**src/rtl/hazard_pkg.sv**
```systemverilog
// Shared constants and width helper for the forwarding / hazard unit.
package hazard_pkg;
   localparam int FWD_SEL_RF  = 0;
   localparam int DEF_MAX_LAT = 4;
   localparam int LAT_ALU     = 1;
   localparam int LAT_LOAD    = 2;
   localparam int LAT_MULDIV  = DEF_MAX_LAT;

   function automatic int sel_w(input int n);
      return $clog2(n + 1);
   endfunction
endpackage

```
**src/rtl/fwd_select.sv**
```systemverilog
// Per-operand forwarding priority matcher: the youngest writing stage that targets src wins.
module fwd_select
   import hazard_pkg::*;
#(
   parameter int REG_AW     = 5,
   parameter int FWD_STAGES = 2,
   parameter int SEL_W      = sel_w(FWD_STAGES)
) (
   input  logic [REG_AW-1:0]            src,
   input  logic [FWD_STAGES-1:0]        stg_we,
   input  logic [FWD_STAGES*REG_AW-1:0] stg_reg,
   output logic [SEL_W-1:0]             sel
);

   // Walk oldest to youngest so the youngest match is the last assignment.
   always_comb begin
      sel = SEL_W'(FWD_SEL_RF);
      for (int k = FWD_STAGES - 1; k >= 0; k--) begin
         if (stg_we[k] && (stg_reg[k*REG_AW +: REG_AW] != '0) &&
             (stg_reg[k*REG_AW +: REG_AW] == src)) begin
            sel = SEL_W'(k + 1);
         end
      end
   end

endmodule

```
**src/rtl/fwd_hazard_unit.sv**
```systemverilog
// Operand forwarding, per-register latency scoreboard with ID-stage stall,
// and a saturating stall-cycle counter.
module fwd_hazard_unit
   import hazard_pkg::*;
#(
   parameter int REG_AW     = 5,
   parameter int NUM_SRC    = 2,
   parameter int FWD_STAGES = 2,
   parameter int MAX_LAT    = LAT_MULDIV,
   parameter int CNT_W      = 32
) (
   input  logic                                      clk,
   input  logic                                      rst,
   input  logic                                      issue_valid,
   input  logic                                      issue_regwrite,
   input  logic [REG_AW-1:0]                         issue_dst,
   input  logic [sel_w(MAX_LAT)-1:0]                 issue_lat,
   input  logic [NUM_SRC*REG_AW-1:0]                 src_id,
   input  logic [NUM_SRC*REG_AW-1:0]                 src_ex,
   input  logic [FWD_STAGES-1:0]                     stg_we,
   input  logic [FWD_STAGES*REG_AW-1:0]              stg_reg,
   input  logic                                      flush,
   output logic [NUM_SRC*sel_w(FWD_STAGES)-1:0]      fwd_sel,
   output logic                                      stall,
   output logic [CNT_W-1:0]                          stall_cnt
);

   localparam int LAT_W  = sel_w(MAX_LAT);
   localparam int SEL_W  = sel_w(FWD_STAGES);
   localparam int NUM_RG = 2 ** REG_AW;

   logic [LAT_W-1:0] busy [NUM_RG];
   logic [LAT_W-1:0] eff_lat;
   logic             hazard;
   logic             load_en;

   for (genvar i = 0; i < NUM_SRC; i++) begin : g_fwd
      fwd_select #(
         .REG_AW     (REG_AW),
         .FWD_STAGES (FWD_STAGES),
         .SEL_W      (SEL_W)
      ) u_fwd_select (
         .src     (src_ex[i*REG_AW +: REG_AW]),
         .stg_we  (stg_we),
         .stg_reg (stg_reg),
         .sel     (fwd_sel[i*SEL_W +: SEL_W])
      );
   end

   always_comb begin
      eff_lat = issue_lat;
      if (issue_lat < LAT_W'(LAT_ALU)) begin
         eff_lat = LAT_W'(LAT_ALU);
      end else if (issue_lat > LAT_W'(MAX_LAT)) begin
         eff_lat = LAT_W'(MAX_LAT);
      end
   end

   // busy==1 means the result is forwardable next cycle, so only >1 stalls.
   always_comb begin
      hazard = 1'b0;
      for (int i = 0; i < NUM_SRC; i++) begin
         if ((src_id[i*REG_AW +: REG_AW] != '0) &&
             (busy[src_id[i*REG_AW +: REG_AW]] > LAT_W'(1))) begin
            hazard = 1'b1;
         end
      end
   end

   assign stall   = issue_valid & ~flush & hazard;
   assign load_en = issue_valid & issue_regwrite & ~stall & ~flush & (issue_dst != '0);

   always_ff @(posedge clk) begin
      if (rst) begin
         for (int r = 0; r < NUM_RG; r++) begin
            busy[r] <= '0;
         end
      end else begin
         busy[0] <= '0;
         for (int r = 1; r < NUM_RG; r++) begin
            if (flush) begin
               busy[r] <= '0;
            end else if (load_en && (issue_dst == REG_AW'(r))) begin
               busy[r] <= eff_lat;
            end else if (busy[r] != '0) begin
               busy[r] <= busy[r] - LAT_W'(1);
            end
         end
      end
   end

   always_ff @(posedge clk) begin
      if (rst) begin
         stall_cnt <= '0;
      end else if (stall && (stall_cnt != '1)) begin
         stall_cnt <= stall_cnt + CNT_W'(1);
      end
   end

endmodule

```
**config.mk**
```make
export PLATFORM = sky130hd
export DESIGN_NAME = fwd_hazard_unit
export DESIGN_NICKNAME = d
export VERILOG_FILES = /design/src/rtl/hazard_pkg.sv /design/src/rtl/fwd_select.sv /design/src/rtl/fwd_hazard_unit.sv
export SDC_FILE = /design/constraint.sdc
export NUM_CORES = 1
export LEC_CHECK = 0
export BUFFER_PORTS_ARGS = -buffer_cell sky130_fd_sc_hd__buf_4
export CAP_MARGIN = 20
export CELL_PAD_IN_SITES_DETAIL_PLACEMENT = 0
export CELL_PAD_IN_SITES_GLOBAL_PLACEMENT = 1
export CORE_MARGIN = 3
export CORE_UTILIZATION = 30
export DETAILED_ROUTE_END_ITERATION = 10
export GPL_ROUTABILITY_DRIVEN = 0
export PLACE_DENSITY = 0.64
export SETUP_SLACK_MARGIN = 0.15
export SYNTH_ARGS = -nofsm -noshare
export SYNTH_HDL_FRONTEND = slang
export SYNTH_SLANG_ARGS = --single-unit
```
**constraint.sdc**
```tcl
create_clock -name clk -period 4.2 [get_ports clk]
set_input_delay 0.84 -clock clk [delete_from_list [all_inputs] [get_ports clk]]
set_output_delay 0.84 -clock clk [all_outputs]
set_load 0.05 [all_outputs]
```
==> results of run 1 <==
power breakdown:
group	internal (mW)	switching, mW	total [mW]
clock network	0.798	0.615	1.41
logic	0.751	1.08	1.83
registers	1.79	0.211	2.00
registers in the layout (all words and copies together) (netlist names):
register	flops
stall_cnt	32
busy	93
how the worst min path moves through the flow:
stage          cells past startpoint  slack (ps)            to         start
6_report                           2         510  stall_cnt[3]  stall_cnt[3]
5_1_grt                            2         520  stall_cnt[3]  stall_cnt[3]
4_1_cts                            2         500  stall_cnt[3]  stall_cnt[3]
3_5_place_dp                       2         490  stall_cnt[3]  stall_cnt[3]
3_3_place_gp                       2         490  stall_cnt[3]  stall_cnt[3]
2_1_floorplan                      2         630   busy[10][0]   busy[10][0]
synth_stat cells (10+ instances only):
| cell | number |
|---|---|
| mux2_2 | 10 |
| nor2b_1 | 14 |
| nor2_1 | 54 |
| or4_1 | 19 |
| nand2b_1 | 12 |
| nand4_1 | 19 |
| nand2_1 | 29 |
| and3_1 | 18 |
| o22ai_1 | 10 |
| xor2_1 | 14 |
| clkbuf_1 | 49 |
| edfxtp_1 | 93 |
| dfxtp_1 | 32 |
| inv_1 | 98 |
| a21oi_1 | 19 |
| nor4_1 | 20 |
| buf_2 | 14 |
| o21ai_0 | 23 |
| nor3_1 | 26 |
| nand3b_1 | 16 |
| or3_1 | 103 |
| ha_1 | 63 |
| nand3_1 | 56 |
| mux2i_1 | 79 |
logic make-up after synthesis:
group / synth area share [%]
XOR/XNOR: 1.96
AO/OA/AOI/OAI: 6.63
adder cells (fa/ha/maj): 8.80
AND/OR/NAND/NOR: 25.0
multiplexers: 11.8
flip-flops: 38.3
buffers and inverters: 7.40
area by class of cell:
class	count	area, sq um
sequential	125	3430
multi-input combinational	668	4910
fill	2968	18600
clock inverter	14	109
clock buffer	18	450
tap	384	480
inverter	98	368
timing repair buffer	91	696
worst max-delay path: cells and delay by family:
family | cells | cell delay [ps]
AND/OR/NAND/NOR | 1 | 170
buffers and inverters | 2 | 480
AO/OA/AOI/OAI | 2 | 410
multiplexers | 2 | 810
metrics by stage:
stage | hold WS, ps | std cells | util (%) | power (mW) | worst slack (ps)
after floorplan | 629 | 960 | - | 3.30 | 151
after global placement | 488 | 1366 | 34.0 | 3.85 | 670
after detailed placement | 486 | 1366 | 34.0 | 3.85 | 634
after CTS | 503 | 1398 | 35.9 | 5.29 | 627
after global routing | 518 | 1398 | 35.9 | 5.68 | 545
final | 508 | 1398 | 35.9 | 5.24 | 637
metal layers:
layer  wire length [um]  vias up  GRT usage, %  part of all wire [%]
met4                320        2          4.22                   1.3
met5                 14        -             0                 0.057
met2              10900      148          24.1                    45
met3               1050       24          2.80                   4.3
met1              12100     3509          22.6                    50
li1                   -     3606             -                     -
==> impl_results.rst, run 1 <==
.. list-table::
   :header-rows: 1

   * - Metric
     - Value
   * - Detailed-route wire length
     - 24400 um
   * - CP startpoint
     - src_id[0]
   * - Setup Crit Path Kind
     - input pin to output pin
   * - Sink Count
     - 125
   * - Number of global-route vias before repair
     - approximately 7.1k
   * - Peak supply drop
     - 238 uV
   * - Nature of the critical path startpoint
     - input pin
   * - Die Outline Area
     - 32000 sq um
   * - Data arrival time of the worst path
     - 2720 ps
   * - Net count after synthesis
     - 1068
   * - Share of flip-flops with an asynchronous set or reset after synthesis
     - 0%
   * - Antenna diodes
     - 0
   * - Fmax
     - 281 MHz
   * - Number of search-and-repair iterations in the first detailed-routing pass
     - 6
   * - Crit-path most repeated cell
     - buf_4
   * - Share of the synthesized area in the top cell type
     - 31.2%
   * - Worst-case reg-to-reg path depth
     - 7
   * - Worst-path fanout max
     - 24
   * - Post-synthesis sequential area ratio
     - 38.3%
   * - Count of mapped cells out of synthesis
     - 960
   * - Clock-pin slew on the worst setup and hold paths
     - ~60 ps
   * - Clock period minus worst slack
     - 3560 ps
   * - Cell accounting for the most synthesized area
     - edfxtp_1
   * - Number of H-tree levels
     - 4
   * - Fraction of layout instances using a drive strength above 1
     - approximately 15%
   * - Number of max-slew violations in the final report
     - 0
   * - Count of yosys warnings during synthesis
     - 0
   * - Wire length of the first global-routing pass
     - 39200 um
   * - Core Rows
     - 62
   * - Total GRT Usage
     - approximately 16%
   * - Cells traversed along the worst timing path
     - buf_4 -> mux4_2 -> mux2_2 -> o22a_1 -> o2111a_2 -> nor2_1 -> buf_4
   * - Final TNS setup
     - 0 ps
   * - Critical R2R Capture
     - stall_cnt[29]
   * - Die outline height
     - 179 um
   * - Buffers inserted by post-CTS timing repair
     - 0
   * - Clock latency on the worst-skew pair
     - 420 ps
   * - Signed area change from the synthesized netlist to the final layout
     - 16.6%
   * - Detailed placement HPWL
     - 16900 um
   * - Number of synthesized flops with an enable pin
     - 93
   * - Initial antenna violation count
     - 1
   * - Count of buffers inserted at the top-level ports
     - 81
   * - Final Hold Vio Count
     - 0
   * - Starting utilization of the core area
     - 30.8%
   * - Worst setup path end
     - stall
   * - CTS buffer count
     - 17
   * - CP required
     - 3360 ps
   * - Starting DRT DRC Count
     - 456
   * - Setup repair after global routing missed its margin
     - no
   * - Number of storage elements in the synthesis netlist
     - 125
   * - Post-cts gate resize count
     - 0
   * - Most frequent cells in the layout
     - or3_1 (103), inv_1 (98), edfxtp_1 (93)
   * - Slew @ Worst Pin
     - 991 ps
   * - Routed Antenna Nets
     - 0
   * - Final layout net count
     - 1109
   * - Setup clock skew after layout
     - roughly 15 ps
   * - Total via count in the routed design
     - about 7.3k
   * - Setup slack, reg-to-reg
     - roughly 1100 ps
   * - Hold Buf Count CTS
     - 0
   * - CTS tree
     - built
   * - Cell types with the largest area share after synthesis
     - edfxtp_1 (31%), mux2i_1 (8.8%), ha_1 (8.8%)
   * - Run status
     - completed
   * - Cell area power density
     - 502 nW/um^2
   * - Post-Place Cell Area
     - 9880 sq um
   * - Clock Tree Buf Depth
     - 2
   * - Dominant synthesized flop cell
     - edfxtp_1
   * - Total of endpoints with negative setup slack in the final report
     - 0
   * - Max_slew headroom
     - 33.7%
   * - Cell type of the slowest stage on the worst timing path
     - mux4_2
   * - Most frequent standard cell in the layout excluding fill and tap cells
     - or3_1
   * - Maximum number of pins on one net before global-route repair
     - 108
   * - Vias per std cell
     - 5.21
   * - Post-route cell area
     - 10400 sq um
   * - Master cell of the clock root buffer
     - clkbuf_16
   * - Post-synth cell types
     - 49
   * - Core footprint
     - 29100 sq um
   * - Routed wirelength normalized by instance count
     - about 17 um
   * - Mean cell area of the mapped netlist
     - 9.33 sq um
   * - Aggregate global routing overflow
     - 0
   * - Post-route DRC violation count
     - 0
   * - Die span in x
     - 179 um
   * - Share of the cycle needed by the critical path after routing
     - approximately 85%
   * - Leakage dissipation
     - roughly 4.1 nW
   * - Longest individual stage delay on the worst path
     - 540 ps
   * - Start of the worst register-to-register path
     - stall_cnt[0]
   * - Max Cap Viol
     - 0
   * - Boundary Pins
     - around 80
   * - Type of destination of the critical path
     - output pin
   * - Synthesized cell area
     - 8960 sq um
   * - Hold/Removal Path Class
     - register to register
Power figures use the tool's default switching activity.
==> run 2: changes to the inputs <==
PLACE_DENSITY = 0.66   (was 0.64)
clock period = 2.93 ns   (was 4.2 ns; I/O delays follow)
==> run 2 against run 1 <==
Net effect: the flow now finishes with violations (negative setup slack); die area unchanged; critical path depth increased by 1; global-route usage increased by 0.13 points; non-clock buffer count increased by 48; sequential share of layout area decreased by 2.4 points; hold slack improved by 1.7 ps; clock power increased by 54%; worst setup slack got worse by 650 ps; sequential cell count unchanged; cell area increased by 8.1%; clock skew increased by 6.1 ps; utilization increased by 2.9 points; critical endpoint unchanged; largest cell class unchanged.
==> impl_results.rst, run 2 (synthesis gave the netlist of run 1 again) <==
.. list-table::
   :header-rows: 1

   * - Metric
     - Value
   * - Register cell area after layout
     - 3440 sq um (was 3430 sq um)
   * - Slew @ Worst Pin
     - 685 ps (was 991 ps)
   * - Post-route DRC violation count
     - 0 (unchanged)
   * - Fraction of layout instances using a drive strength above 1
     - 24.9% (was 15.3%)
   * - Peak supply drop
     - 401 uV (was 238 uV)
   * - Worst-path fanout max
     - 3 (was 24)
   * - Routed wirelength normalized by instance count
     - 17.0 um (was 17.5 um)
   * - Hold Path Stages
     - 2 (unchanged)
   * - Die Outline Area
     - 32000 sq um (unchanged)
   * - Setup Crit Path Kind
     - register to output pin (was input pin to output pin)
   * - Crit path max-delay family
     - multiplexers (unchanged)
   * - Setup clock skew after layout
     - 21.3 ps (was 15.2 ps)
   * - Clock Tree Buf Depth
     - 2 (unchanged)
   * - Clock period minus worst slack
     - 2950 ps
   * - Post-route setup slack
     - -18.1 ps (was 637 ps)
   * - Aggregate global routing overflow
     - 0 (unchanged)
   * - Fmax
     - 339 MHz
   * - Number of global-route vias before repair
     - 7493 (was 7144)
   * - Hold/Removal Path Class
     - register to register (unchanged)
   * - Die span in x
     - 179 um (unchanged)
   * - Wire length of the first global-routing pass
     - 39900 um (was 39200 um)
   * - Cell area power density
     - 711 nW/um^2 (was 502 nW/um^2)
   * - Run status
     - finished with violations (was completed)
   * - Cells traversed along the worst timing path
     - nor2_2 -> mux4_2 -> mux2_4 -> o22a_1 -> o2111a_2 -> buf_12 -> nor2_4 -> buf_8 (was buf_4 -> mux4_2 -> mux2_2 -> o22a_1 -> o2111a_2 -> nor2_1 -> buf_4)
   * - CTS tree
     - built (unchanged)
   * - Count of buffer and inverter cells on the critical path
     - 2 (unchanged)
   * - Top register by number of flip-flops
     - busy (unchanged)
   * - Tightest hold margin
     - 509 ps (was 508 ps)
   * - Type of destination of the critical path
     - output pin (unchanged)
   * - Max_slew headroom
     - 53.9% (was 33.7%)
   * - Core Rows
     - 62 (unchanged)
   * - Max reg flops
     - 93 (unchanged)
   * - Master cell of the clock root buffer
     - clkbuf_16 (unchanged)
   * - Signed area change from the synthesized netlist to the final layout
     - 26.0% (was 16.6%)
   * - Setup repair after global routing missed its margin
     - yes (was no)
   * - Die outline height
     - 179 um (unchanged)
   * - Overall Power
     - 8.03 mW (was 5.24 mW)
   * - Boundary Pins
     - 82 (unchanged)
   * - Total via count in the routed design
     - 7431 (was 7289)
   * - Antenna diodes
     - 0 (unchanged)
   * - Regs by FF count
     - busy (93), stall_cnt (32) (unchanged)
   * - Path length in cells of the critical path
     - 8 (was 7)
   * - Number of max-slew violations in the final report
     - 0 (unchanged)
   * - CP required
     - 2340 ps (was 3360 ps)
   * - Maximum number of pins on one net before global-route repair
     - 94 (was 108)
   * - Max Cap Viol
     - 0 (unchanged)
   * - Violations in the final reports
     - negative setup slack
   * - Clock-pin slew on the worst setup and hold paths
     - 70 ps (was 60 ps)
   * - Number of H-tree levels
     - 4 (unchanged)
   * - Final Hold Vio Count
     - 0 (unchanged)
   * - Nature of the critical path startpoint
     - register (was input pin)
   * - Share of the cycle needed by the critical path after routing
     - 101%
   * - Leakage dissipation
     - 4.40 nW (was 4.07 nW)
   * - Longest individual stage delay on the worst path
     - 470 ps (was 540 ps)
   * - Most frequent standard cell in the layout excluding fill and tap cells
     - buf_4 (was or3_1)
   * - Routed Antenna Nets
     - 0 (unchanged)
   * - Starting utilization of the core area
     - 30.8% (unchanged)
   * - Data arrival time of the worst path
     - 2360 ps (was 2720 ps)
   * - Most frequent cells in the layout
     - buf_4 (129), or3_1 (103), inv_1 (98) (was or3_1 (103), inv_1 (98), edfxtp_1 (93))
   * - Initial antenna violation count
     - 0 (was 1)
   * - Total GRT Usage
     - 15.8% (was 15.7%)
   * - Starting DRT DRC Count
     - 459 (was 456)
   * - Count of buffers inserted at the top-level ports
     - 81 (unchanged)
   * - Final layout net count
     - 1157 (was 1109)
   * - Detailed-route wire length
     - 24600 um (was 24400 um)
   * - Layout filler cell count
     - 2935 (was 2968)
   * - Clock latency on the worst-skew pair
     - 440 ps (was 420 ps)
   * - Total of endpoints with negative setup slack in the final report
     - 1 (was 0)
   * - Vias per std cell
     - 5.14 (was 5.21)
   * - Sink Count
     - 125 (unchanged)
   * - Area of combinational cells with multiple inputs
     - 5260 sq um (was 4910 sq um)
   * - Detailed placement HPWL
     - 17300 um (was 16900 um)
   * - Core footprint
     - 29100 sq um (unchanged)
   * - Number of search-and-repair iterations in the first detailed-routing pass
     - 5 (was 6)
   * - CTS buffer count
     - 17 (unchanged)
   * - Cell type of the slowest stage on the worst timing path
     - mux4_2 (unchanged)
   * - Worst-case reg-to-reg path depth
     - 11 (was 7)
## run 2: routing by layer
metal / global-route usage [%] / part of all wire, %
met5: 0 / 0
met4: 3.51 / 0.87
met3: 3.22 / 5.0
met2: 25.3 / 46
met1: 21.9 / 48
## run 2: power breakdown
group	total (mW)	internal (mW)	leakage (nW)	switching [mW]
clock	2.17	1.22	0.293	0.948
combinational	2.98	1.32	2.78	1.66
sequential	2.88	2.56	1.33	0.321
## run 2: through the flow
| stage | setup TNS (ps) | instances | area, sq um | util, % | worst slack, ps |
|---|---|---|---|---|---|
| floorplan | -1410 | 960 | 9250 | - | -83.2 |
| global placement | -3530 | 1410 | 10500 | 36.1 | -81.4 |
| detailed placement | -3030 | 1410 | 10500 | 36.1 | -69.9 |
| CTS | -43.5 | 1444 | 11200 | 38.5 | -43.5 |
| global route | -101 | 1446 | 11300 | 38.8 | -101 |
| finish | -18.1 | 1446 | 11300 | 38.8 | -18.1 |
## run 2: final cells by class
cell class	count	share of cell area (%)
inverters	98	3.26
multi-input cells	668	46.6
repair buffers	139	10.2
flip-flops and latches	125	30.5
clock buffers	19	4.21
well taps	384	4.26
clock inverters	13	1.02
## run 2: path summary, 6_finish.rpt
kind                                    start       endpoint  slack (ps)
worst max register to register    busy[21][1]  stall_cnt[13]         140
worst min register to register  stall_cnt[31]  stall_cnt[31]         510
worst min-delay path            stall_cnt[31]  stall_cnt[31]         510
worst max-delay path              busy[21][1]          stall         -20
## run 2: what timing repair did
item / CTS / global route
cloned: 0 / 1
pin swaps: 1 / 5
hold endpoints to repair: 0 / 0
setup buffers: 2 / 1
resized for setup: 18 / 15
endpoints found under the setup margin: 1 / 160
hold buffers: 0 / 0
## run 2: worst reg2reg max path: cells and delay by family, from the launching register on
family	cells	cell delay, ps
AO/OA/AOI/OAI	4	850
buffers and inverters	4	660
flip-flops	1	370
multiplexers	2	740
AND/OR/NAND/NOR	1	80
